`src/rtl/down_counter_timer_pkg.sv`:
```
// Shared constants for the down-counter timer: FSM state encoding and default width.
// Optional feature macro used by this slice: DOWN_COUNTER_AUTO_RELOAD_EN.
package down_counter_timer_pkg;

  localparam int DEFAULT_NUM_BITS = 4;
  localparam int STATE_W          = 2;

  typedef logic [STATE_W-1:0] state_t;

  localparam state_t ST_IDLE  = 2'd0;
  localparam state_t ST_RUN   = 2'd1;
  localparam state_t ST_PAUSE = 2'd2;
  localparam state_t ST_DONE  = 2'd3;

endpackage

```
`src/rtl/down_counter_timer_if.sv`:
```
// Load handshake, count control and status bundle for down_counter_timer.
// auto_reload exists only when DOWN_COUNTER_AUTO_RELOAD_EN is defined.
interface down_counter_timer_if
  import down_counter_timer_pkg::*;
#(
  parameter int NUM_BITS = DEFAULT_NUM_BITS
) ();

  // A load transfers on a rising clk edge where load_valid && load_ready; the
  // master may drop or change load_value at will while load_ready is low.
  logic                load_valid;
  logic [NUM_BITS-1:0] load_value;
  logic                load_ready;
  logic                enable;
  logic [NUM_BITS-1:0] value;
  logic                busy;
  logic                done;
  state_t              state;
`ifdef DOWN_COUNTER_AUTO_RELOAD_EN
  logic                auto_reload;
`endif

  modport master (
    output load_valid, load_value, enable,
`ifdef DOWN_COUNTER_AUTO_RELOAD_EN
    output auto_reload,
`endif
    input  load_ready, value, busy, done, state
  );

  modport slave (
    input  load_valid, load_value, enable,
`ifdef DOWN_COUNTER_AUTO_RELOAD_EN
    input  auto_reload,
`endif
    output load_ready, value, busy, done, state
  );

endinterface

```
`src/rtl/down_counter_timer.sv`:
```
// Loadable down-counter with pause and one-cycle terminal-count pulse.
// Define DOWN_COUNTER_AUTO_RELOAD_EN to add auto_reload and a stored reload value.
module down_counter_timer
  import down_counter_timer_pkg::*;
#(
  parameter int NUM_BITS = DEFAULT_NUM_BITS
) (
  input  logic            clk,
  input  logic            reset,
  down_counter_timer_if.slave bus
);

  state_t              state_q;
  logic [NUM_BITS-1:0] value_q;
  logic                done_q;
  logic                load_ready;
  logic                load_fire;
  logic                reload_now;

  assign load_ready = (state_q == ST_IDLE) || (state_q == ST_DONE);
  assign load_fire  = bus.load_valid && load_ready;

`ifdef DOWN_COUNTER_AUTO_RELOAD_EN
  logic [NUM_BITS-1:0] reload_q;

  // A stored zero never reloads, so a zero load always terminates in DONE.
  assign reload_now = bus.auto_reload && (reload_q != '0);

  always_ff @(posedge clk or posedge reset) begin
    if (reset) begin
      reload_q <= '0;
    end else if (load_fire) begin
      reload_q <= bus.load_value;
    end
  end
`else
  assign reload_now = 1'b0;
`endif

  always_ff @(posedge clk or posedge reset) begin
    if (reset) begin
      state_q <= ST_IDLE;
      value_q <= '0;
      done_q  <= 1'b0;
    end else begin
      done_q <= 1'b0;
      case (state_q)
        ST_IDLE, ST_DONE: begin
          if (load_fire) begin
            value_q <= bus.load_value;
            if (bus.load_value != '0) begin
              state_q <= ST_RUN;
            end else begin
              state_q <= ST_DONE;
              done_q  <= 1'b1;
            end
          end
        end
        ST_RUN, ST_PAUSE: begin
          if (bus.enable) begin
            // Terminal step also covers value 0 so the count can never wrap.
            if (value_q <= NUM_BITS'(1)) begin
              done_q <= 1'b1;
              if (reload_now) begin
`ifdef DOWN_COUNTER_AUTO_RELOAD_EN
                value_q <= reload_q;
`endif
                state_q <= ST_RUN;
              end else begin
                value_q <= '0;
                state_q <= ST_DONE;
              end
            end else begin
              value_q <= value_q - NUM_BITS'(1);
              state_q <= ST_RUN;
            end
          end else begin
            state_q <= ST_PAUSE;
          end
        end
        default: begin
          state_q <= ST_IDLE;
          value_q <= '0;
        end
      endcase
    end
  end

  assign bus.load_ready = load_ready;
  assign bus.value      = value_q;
  assign bus.done       = done_q;
  assign bus.busy       = (state_q == ST_RUN) || (state_q == ST_PAUSE);
  assign bus.state      = state_q;

endmodule

```
`src/flat_wrapper.sv`:
```
// flat-port wrapper written by rule: the top's interface ports become plain ports
module down_counter_timer_flat import down_counter_timer_pkg::*;
#(
  parameter int NUM_BITS = DEFAULT_NUM_BITS
)
  (clk, reset, bus_load_valid, bus_load_value, bus_enable, bus_load_ready, bus_value, bus_busy, bus_done, bus_state);
  down_counter_timer_if #(.NUM_BITS(NUM_BITS)) bus_i ();
  input  logic clk;
  input  logic reset;
  input wire logic [$bits(bus_i.load_valid)-1:0] bus_load_valid;
  input wire logic [$bits(bus_i.load_value)-1:0] bus_load_value;
  input wire logic [$bits(bus_i.enable)-1:0] bus_enable;
  output wire logic [$bits(bus_i.load_ready)-1:0] bus_load_ready;
  output wire logic [$bits(bus_i.value)-1:0] bus_value;
  output wire logic [$bits(bus_i.busy)-1:0] bus_busy;
  output wire logic [$bits(bus_i.done)-1:0] bus_done;
  output wire logic [$bits(bus_i.state)-1:0] bus_state;
  assign bus_i.load_valid = bus_load_valid;
  assign bus_i.load_value = bus_load_value;
  assign bus_i.enable = bus_enable;
  assign bus_load_ready = bus_i.load_ready;
  assign bus_value = bus_i.value;
  assign bus_busy = bus_i.busy;
  assign bus_done = bus_i.done;
  assign bus_state = bus_i.state;
  down_counter_timer #(.NUM_BITS(NUM_BITS)) u_core (.clk(clk), .reset(reset), .bus(bus_i));
endmodule
```
`config.mk`:
```
export PLATFORM = sky130hd
export DESIGN_NAME = down_counter_timer_flat
export DESIGN_NICKNAME = d
export VERILOG_FILES = /design/src/rtl/down_counter_timer_pkg.sv /design/src/rtl/down_counter_timer_if.sv /design/src/rtl/down_counter_timer.sv /design/src/flat_wrapper.sv
export SDC_FILE = /design/constraint.sdc
export NUM_CORES = 1
export LEC_CHECK = 0
export BUFFER_PORTS_ARGS = -buffer_cell sky130_fd_sc_hd__buf_2
export CORE_AREA = 2 2 39 41
export DETAILED_ROUTE_END_ITERATION = 8
export DIE_AREA = 0 0 41 43
export SYNTH_ARGS = -nofsm -noshare
export SYNTH_HDL_FRONTEND = slang
export SYNTH_SLANG_ARGS = --single-unit
```
`constraint.sdc`:
```
create_clock -name clk -period 1.4 [get_ports clk]
set_clock_uncertainty 0.05 [all_clocks]
set_input_delay 0.28 -clock clk [delete_from_list [all_inputs] [get_ports clk]]
set_output_delay 0.28 -clock clk [all_outputs]
set_load 0.02 [all_outputs]
```
==> summary.txt <==
Status - complete, but fails checks
Failing checks - setup timing
Crit path max fanout - 3
CTS Sinks - 7
Dpl hpwl - 1.02 mm
Main synth FF type - dfrtp_1
Worst setup path class - reg2out
Fraction of registers with async set/reset - 100%
Cells after Synth - 49
Synthesized area - 460 um^2
Synth Register Bits - 7
GRT Total Usage - 20.6%
Synth warn - 0
Sequential area share after synthesis - 38.0%
Worst setup SP type - flop
Hold Vio Cnt, Final - 0
Period utilization - 112%
Worst setup margin - -0.164 ns
Max_slew headroom - 79.0%
Pin count of the biggest net entering global routing - 9
Vias/cell - 5.35
Hold Crit Class - in2reg
Clock tree from TritonCTS - done
Nets - 98
Most frequent cells in the layout - 14 x buf_4, 13 x buf_2, 7 x buf_6
Avg WL per Cell - 15.0 um
Worst-Margin Slew - 0.312 ns
Crit. End Element - output pin
Clock buffer depth - 2
Setup Viol. Count Final - 6
Vias in the first global route - 548
Max Freq - 639 MHz
Post-synth top area share - 38.0%
Hold path cells - 3
Post-synth EDFFs - 0
Worst Reg2Reg Path Length in Cells - 7
Grt ovf - 0
Cell Rows - 14
Worst endpoint required time - 1.07 ns
Core area - 0.00138 mm^2
Yosys cell types - 25
Die area - 0.00176 mm^2
Vias - 551
Reg2reg setup slack - -0.13 ns
Post-DRT Antenna Nets - 0
Die Span Y - 43 um
Post-Synthesis Net Count - 59
Post-route DRC - 0
Drt pass-1 iters - 4
Most common cell after layout, fill and taps aside - buf_4
Cell accounting for the most synthesized area - dfrtp_1
Io pins - 17
Die Width - 41 um
Share of layout cells above drive strength 1 - 65.5%
Worst EP arrival - 1.23 ns
1st-iter DRT viols - 3
Post-route core utilization - 63.8%
Total wire length - 1.55 mm
Area Growth Syn to Fin - 91.8%
Clock-pin slew on the worst setup and hold paths - 0.06 ns
First-pass GRT wire length - 2.42 mm
Syn Area/Cell - 9.40 um^2
# H-tree levels - 1
Final min period - 1.56 ns
Maxcap violations - 0
Initial antenna violation count - 0
Area contributors post-synth - dfrtp_1 38%, ha_1 5.4%, o21ai_0 5.4%
Initial core utilization - 33.3%
IO buf count - 16
Num CTS Buffers - 3
Final GP Congestion - 0.781
Worst-skew pair later-pin latency - 0.27 ns
RSZ-0062 raised after global routing - true
N_diodes - 0
CTS Root Cell - clkbuf_4
Slew Limit Fails - 0
## stage by stage
stage               setup TNS (ns)  hold slack, ns  cells  setup WS, ns  instance area (um^2)
detailed placement          -0.549           0.171     93        -0.154                   673
global placement            -0.535           0.176     93        -0.158                   673
finish                      -0.670           0.271    103        -0.164                   883
global route                 -1.04           0.296    103        -0.196                   883
CTS                         -0.623           0.266    104        -0.155                   843
floorplan                    -1.03          0.0333     49        -0.307                   487
## sequential cells by signal (all words and copies together), names as in the netlist
| signal | cells |
|---|---|
| u_core.bus.done | 1 |
| u_core.bus.state | 2 |
| u_core.bus.value | 4 |
## worst paths after layout
kind / startpoint / to
hold / removal: bus_load_value[3] / u_core.bus.value[3]$_DFFE_PP0P_
min in group asynchronous: reset / u_core.bus.value[3]$_DFFE_PP0P_
max in group asynchronous: reset / u_core.bus.state[0]$_DFFE_PP0P_
hold reg to reg: u_core.bus.value[1]$_DFFE_PP0P_ / u_core.bus.value[1]$_DFFE_PP0P_
setup / recovery: u_core.bus.state[1]$_DFFE_PP0P_ / bus_load_ready
setup reg to reg: u_core.bus.state[1]$_DFFE_PP0P_ / u_core.bus.value[3]$_DFFE_PP0P_
## cell type report
| class | count | area [um^2] |
|---|---|---|
| fill | 114 | 500 |
| multi-input combinational | 37 | 383 |
| timing repair buffer | 35 | 259 |
| sequential | 7 | 178 |
| clock buffer | 4 | 26.3 |
| tap | 16 | 20.0 |
| inverter | 4 | 17.5 |
## cell families after synthesis
group	synth area share [%]
adder cells (fa/ha/maj)	5.43
XOR/XNOR	3.53
AO/OA/AOI/OAI	25.5
multiplexers	7.34
AND/OR/NAND/NOR	15.8
flip-flops	38.0
buffers and inverters	4.35
## cells in the mapped netlist (all sizes together), types with 2 or more instances
cell,n
a21oi,2
a2bb2oi,2
dfrtp,7
ha,2
inv,4
nand2,5
nor2,3
nor3,2
nor4,2
o21ai,5
o31ai,2
## worst max-delay path, cell delays in order (launching register included)
cell and delay, ns:
dfrtp_2 0.44, xor2_4 0.21, inv_4 0.06, buf_6 0.13, buf_6 0.12
## timing repair
item,in CTS,in global routing
setup endpoints to repair,7,9
pin swaps,8,7
buffers inserted,6,0
hold buffers,1,0
gates resized for setup,28,8
hold endpoints to repair,7,0
## per-layer routing
| layer | part of all wire, % | GRT usage [%] |
|---|---|---|
| met5 | 0 | 0 |
| met4 | 2.2 | 10.0 |
| met3 | 5.2 | 3.14 |
| met2 | 57 | 35.0 |
| met1 | 35 | 23.4 |
Power is not shown: default switching activity piles up to over one toggle a cycle in this logic, so the estimate is an artifact.
